==> src/rtl/conv_window_gen_3x3.sv <==
// 3x3 sliding-window generator: two line buffers plus a two-column register window
// turn a raster pixel stream into valid (unpadded) 3x3 neighbourhoods, one cycle after acceptance.
module conv_window_gen_3x3 #(
    parameter int unsigned IMG_W  = 7,
    parameter int unsigned IMG_H  = 7,
    parameter int unsigned DATA_W = 8
) (
    input  logic              clk,
    input  logic              rst,
    input  logic              in_valid,
    input  logic [DATA_W-1:0] In_Pixel,
    output logic              out_valid,
    output logic [DATA_W-1:0] Out_IFM_1,
    output logic [DATA_W-1:0] Out_IFM_2,
    output logic [DATA_W-1:0] Out_IFM_3,
    output logic [DATA_W-1:0] Out_IFM_4,
    output logic [DATA_W-1:0] Out_IFM_5,
    output logic [DATA_W-1:0] Out_IFM_6,
    output logic [DATA_W-1:0] Out_IFM_7,
    output logic [DATA_W-1:0] Out_IFM_8,
    output logic [DATA_W-1:0] Out_IFM_9,
    output logic              frame_done
);

    localparam int unsigned CW = $clog2(IMG_W);
    localparam int unsigned RW = $clog2(IMG_H);

    typedef enum logic [1:0] {IDLE, FILL, RUN} state_t;

    state_t            state_q, state_d;
    logic [CW-1:0]     col_q, col_d;
    logic [RW-1:0]     row_q, row_d;
    logic [DATA_W-1:0] lb1_q [IMG_W];   // row r-1
    logic [DATA_W-1:0] lb1_d [IMG_W];
    logic [DATA_W-1:0] lb2_q [IMG_W];   // row r-2
    logic [DATA_W-1:0] lb2_d [IMG_W];
    logic [DATA_W-1:0] win_q [3][2];    // [row top..bottom][col c-2, c-1]
    logic [DATA_W-1:0] win_d [3][2];
    logic [DATA_W-1:0] out_q [9];
    logic [DATA_W-1:0] out_d [9];
    logic              out_valid_q, out_valid_d;
    logic              frame_done_q, frame_done_d;

    logic [DATA_W-1:0] new_col [3];
    logic              col_last, row_last;

    always_comb begin
        state_d      = state_q;
        col_d        = col_q;
        row_d        = row_q;
        lb1_d        = lb1_q;
        lb2_d        = lb2_q;
        win_d        = win_q;
        out_d        = out_q;
        out_valid_d  = 1'b0;
        frame_done_d = 1'b0;

        col_last   = (col_q == CW'(IMG_W - 1));
        row_last   = (row_q == RW'(IMG_H - 1));
        new_col[0] = lb2_q[col_q];
        new_col[1] = lb1_q[col_q];
        new_col[2] = In_Pixel;

        if (in_valid) begin
            lb2_d[col_q] = lb1_q[col_q];
            lb1_d[col_q] = In_Pixel;
            for (int i = 0; i < 3; i++) begin
                win_d[i][0] = win_q[i][1];
                win_d[i][1] = new_col[i];
            end

            if (col_last) begin
                col_d = '0;
                row_d = row_last ? '0 : row_q + RW'(1);
            end else begin
                col_d = col_q + CW'(1);
            end

            unique case (state_q)
                IDLE:    state_d = FILL;
                FILL:    if (col_last && (row_q == RW'(1))) state_d = RUN;
                RUN:     if (col_last && row_last) state_d = IDLE;
                default: state_d = IDLE;
            endcase

            // RUN implies row >= 2, so stale previous-frame rows never reach the output
            if ((state_q == RUN) && (col_q >= CW'(2))) begin
                out_valid_d  = 1'b1;
                frame_done_d = col_last && row_last;
                for (int i = 0; i < 3; i++) begin
                    out_d[3*i]     = win_q[i][0];
                    out_d[3*i + 1] = win_q[i][1];
                    out_d[3*i + 2] = new_col[i];
                end
            end
        end
    end

    always_ff @(posedge clk or posedge rst) begin
        if (rst) begin
            state_q      <= IDLE;
            col_q        <= '0;
            row_q        <= '0;
            out_valid_q  <= 1'b0;
            frame_done_q <= 1'b0;
            for (int i = 0; i < int'(IMG_W); i++) begin
                lb1_q[i] <= '0;
                lb2_q[i] <= '0;
            end
            for (int i = 0; i < 3; i++) begin
                win_q[i][0] <= '0;
                win_q[i][1] <= '0;
            end
            for (int i = 0; i < 9; i++) out_q[i] <= '0;
        end else begin
            state_q      <= state_d;
            col_q        <= col_d;
            row_q        <= row_d;
            lb1_q        <= lb1_d;
            lb2_q        <= lb2_d;
            win_q        <= win_d;
            out_q        <= out_d;
            out_valid_q  <= out_valid_d;
            frame_done_q <= frame_done_d;
        end
    end

    assign out_valid  = out_valid_q;
    assign frame_done = frame_done_q;
    assign Out_IFM_1  = out_q[0];
    assign Out_IFM_2  = out_q[1];
    assign Out_IFM_3  = out_q[2];
    assign Out_IFM_4  = out_q[3];
    assign Out_IFM_5  = out_q[4];
    assign Out_IFM_6  = out_q[5];
    assign Out_IFM_7  = out_q[6];
    assign Out_IFM_8  = out_q[7];
    assign Out_IFM_9  = out_q[8];

endmodule

==> config.mk <==
export PLATFORM = sky130hd
export DESIGN_NAME = conv_window_gen_3x3
export DESIGN_NICKNAME = d
export VERILOG_FILES = /design/src/rtl/conv_window_gen_3x3.sv
export SDC_FILE = /design/constraint.sdc
export NUM_CORES = 1
export LEC_CHECK = 0
export BUFFER_PORTS_ARGS = -buffer_cell sky130_fd_sc_hd__buf_2
export CORE_UTILIZATION = 47
export CTS_CLUSTER_DIAMETER = 50
export DETAILED_ROUTE_END_ITERATION = 16
export PLACE_DENSITY = 0.69
export SLEW_MARGIN = 25
export SYNTH_ARGS = -nofsm -noshare
export SYNTH_HDL_FRONTEND = slang
export SYNTH_SLANG_ARGS = --single-unit
export TNS_END_PERCENT = 10
==> constraint.sdc <==
create_clock -name clk -period 7.6 [get_ports clk]
set_input_delay 1.52 -clock clk [delete_from_list [all_inputs] [get_ports clk]]
set_output_delay 1.52 -clock clk [all_outputs]
set_load 0.02 [all_outputs]
# Word-level counts from Yosys, hierarchy flattened
# Index checks and enable logic that the tools add are counted.
[classes]
addsub = 2
magnitude_cmp = 3
eq_ne = 7
n_mux = 19
bitwise_logic = 1
n_reduce_logical = 8
[op_table]
columns = ["op", "count"]
rows = [
  ["$bwmux W56", 2],
  ["$bmux W8 S3", 2],
  ["$mux W8", 5],
  ["$demux W8 S3", 1],
  ["$add A3 B1 Y3 const B", 2],
  ["$eq A3 B3 Y1 const B", 2],
  ["$mux W3", 2],
  ["$pmux W2 S3", 1],
  ["$ge A4 B4 Y1 const B", 1],
  ["$logic_and A1 B1 Y1", 4],
  ["$lt A4 B1 Y1 const B", 1],
  ["$mux W1", 4],
  ["$mux W2", 2],
  ["$ne A2 B2 Y1 const B", 2],
  ["$not A3 Y4", 1],
  ["$reduce_and A2 Y1", 2],
  ["$eq A3 B1 Y1 const B", 1],
  ["$ge A3 B2 Y1 const B", 1],
  ["$reduce_and A3 Y1", 1],
  ["$eq A2 B1 Y1 const B", 1],
  ["$eq A2 B2 Y1 const B", 1],
  ["$logic_not A2 Y1", 1],
]
[word_totals]
reg_bits = 242
input_bits = 11
out_inout_bits = 74
elab_cells = 74

# Depth between registers and ports, before layout
[logic_depth]
depth_word = 6
mapped_depth = 7
ltp_nobuf = 4

# Worst setup path after synthesis
# No wires, ideal clock.
[synth_timing]
kind = "input -> register"
from = "input in_valid"
to = "register lb1_q[40] (netlist bit)"
setup_ns = 0.125
t_arrival_ns = 2.582
required_ns = 7.475
slack_ns = 4.893
stages = 5
path_buffers = 2
path_cell_list = "buf_2 > nand2b_1 > nor2_2 > buf_2 > mux2_2"
[synth_rtl]
columns = ["element", "line_no", "text"]
rows = [
  ["start, declared", "10", "input logic in_valid,"],
  ["end signal, assigned", "119", "lb1_q <= lb1_d;"],
  ["end, declared", "33", "logic [DATA_W-1:0] lb1_q [IMG_W];"],
]

==> run_results.csv <==
group,metric,value,unit
run_status,status,"complete, no violations",
sta,whs,0.481,ns
die,initial_core_util,0.482,
cts,cts_num_sinks,242,
die,rows,53,
critical_path,end_kind,"register",
critical_path,startpoint,"in_valid",
sta,grt_setup_unrepaired,"false",
cts,postCtsHoldBufs,0,
cts,cts.htree.levels,1,
sta,final.setup.worst_slack,4.33,ns
cts,clockBufferDepth,3,
synth,ys_async_sr_fraction,1.00,
synth,syn_avg_cell_area,13.0,µm²
synth,syn_inst,782,
synth,synthFlopType,"dfrtp_1",
detailed_routing,drc,0,
synth,synth.distinct_cells,40,
sta,skew,0.0162,ns
die,die_area,22300,µm²
critical_path,startpoint_type,"input pin",
global_routing,grt_overflow,0,
critical_path,critPathRequiredTime,7.98,ns
sta,drv_slew,0,
cells_and_area,drive_gt1_frac,0.313,
sta,worst_slew_pin_slew,1.05,ns
critical_path,worstSetupPathType,"in2reg",
detailed_routing,drt_iter0_markers,395,
global_routing,grt_max_degree,144,
critical_path,r2r_start,"col_q[1]$_DFFE_PP0P_",
die,die_h,149,µm
detailed_routing,viasPerCell,5.36,
global_routing,antenna_found_initial,1,
cells_and_area,nNetsFinal,864,
placed_design,gp_congestion,0.760,
die,die_w,149,µm
cts,post-cts-setup-buffers,0,
hold_path,hold_start,"lb1_q[5]$_DFFE_PP0P_",
cells_and_area,final_area,11600,µm²
synth,yosysSeqAreaShare,0.594,
detailed_routing,ant_nets,0,
placed_design,placed_area,10700,µm²
pwr,power-per-cell-area,417,nW/µm²
detailed_routing,first_pass_iters,5,
sta,setup_tns,0,ns
hold_path,hold_class,"reg2reg",
cells_and_area,top_regs,"lb1_q x56, lb2_q x56, win_q x48",
flow_run,cap_viol_max_count,0,
synth,syn-num-nets,793,
global_routing,grt_pass1_vias,6023,
synth,yosysWarnings,0,
cts,cts.repair.resized,0,
sta,relSlewSlack,0.298,
cts,path_clk_slew,0.06,ns
cts,clockRootBuffer,"clkbuf_16",
sta,setup_violations,0,
cts,cts_tree,"done",
placed_design,io_buffer_count,84,
global_routing,grt_pass1_wl,33500,µm
pwr,vdd_drop_max,0.181,mV
critical_path,critical_path.max_fanout,72,
synth,synth_seq_cells,242,
synth,synth_edf_count,0,
sta,period_needed,3.27,ns
detailed_routing,num_vias,6146,
placed_design,pre_cts_slack,3.62,ns
sta,min_period_over_period,0.430,
cells_and_area,fillers,1763,
global_routing,grt_usage,0.193,
placed_design,dp_hpwl,12700,µm
pwr,p_leak,5.50,nW
sta,hold_viol_final,0,
detailed_routing,drt-wirelength-per-cell,18.0,µm
detailed_routing,finalWirelength,20700,µm
cells_and_area,syn_to_final_growth,13.7,%
cts,cts_buffers,25,
die,io_pins,85,
synth,synth_area,10200,µm²
die,core_area,21200,µm²
cts,clkLatencyLatePin,0.51,ns
sta,max_freq,306,MHz
critical_path,crit_arrival,3.65,ns
cells_and_area,diodes,0,
[per-stage QoR]
| step | power, W | instances | utilization |
|---|---|---|---|
| detailed placement | 0.00358 | 1100 | 0.506 |
| CTS | 0.00488 | 1145 | 0.547 |
| global route | 0.00513 | 1146 | 0.548 |
| finish | 0.00483 | 1146 | 0.548 |
| floorplan | 0.00316 | 782 | - |
| global placement | 0.00352 | 1100 | 0.506 |
[synthesized netlist by cell type (2+ instances only)]
cell      count  area [µm²]
buf_2        16        80.1
a21oi_1      44         220
nand2b_1      5        31.3
o22a_1        7        61.3
o21ai_0       3        15.0
mux2i_1      48         480
o22ai_1      17         106
mux2_4       58         871
a31oi_1      16         100
mux2_1       12         135
o21ai_1      40         200
clkbuf_1      9        33.8
dfrtp_1     242        6060
buf_6        15         169
nand3b_1      8        60.1
nand2_1      75         282
buf_4         4        30.0
inv_1         2        7.51
nor2_1       66         248
nor3_2        2        20.0
buf_1         6        22.5
or2_1         2        12.5
mux2_2       68         766
[metal layers]
layer | wire length, µm | track usage | part of all wire
met2 | 9850 | 0.307 | 0.48
met4 | 246 | 0.0434 | 0.012
met3 | 900 | 0.0291 | 0.044
met5 | 13 | 0 | 0.00063
met1 | 9650 | 0.278 | 0.47
[where the power goes]
group	internal [W]	total, W	switching, W
Combinational	0.000642	0.00152	0.000876
Sequential	0.00177	0.00204	0.000268
Clock	0.000789	0.00128	0.000486
Total	0.00320	0.00483	0.00163
[final timing paths]
kind,endpoint,slack [ns],depth (start not counted)
max,lb1_q[16]$_DFFE_PP0P_,4.33,5
min,lb1_q[5]$_DFFE_PP0P_,0.48,2
max reg2reg,Out_IFM_5[2]$_DFFE_PP0P_,4.54,4
min reg2reg,lb1_q[5]$_DFFE_PP0P_,0.48,2
max in group asynchronous,Out_IFM_9[6]$_DFFE_PP0P_,5.46,3
min in group asynchronous,win_q[35]$_DFFE_PP0P_,1.06,2
[cells in the final DEF (no fill, tap or decap), drive strengths merged, types with 2 or more instances in the layout]
cell	instances
bufinv	5
clkbuf	33
clkinvlp	4
nand2b	6
nor2	67
or2	2
buf	94
mux2	138
o22ai	17
o21ai	43
a21oi	44
nand3b	9
o22a	7
inv	3
nand2	76
nor3b	2
dfrtp	242
nor3	3
clkinv	2
a31oi	16
mux2i	48
[logic make-up after synthesis]
logic type             synth area share
multiplexers                      0.221
buffers and inverters            0.0336
AND/OR/NAND/NOR                  0.0792
AO/OA/AOI/OAI                    0.0718
flip-flops                        0.594
[critical path, cell delays in order]
cell      delay (ns)
buf_2           0.11
buf_4           0.64
and2b_1         0.29
nand3b_2        0.51
mux2_1          0.51
[final cells by class]
cell class,count,area (µm²),area share
timing repair buffer,94,519,0.0448
clock inverter,12,200,0.0173
inverter,2,11.3,0.000972
clock buffer,33,666,0.0574
tap,275,344,0.0297
multi-input combinational,488,3790,0.327
sequential,242,6060,0.523
No activity file was read; power rests on OpenSTA's default activity.
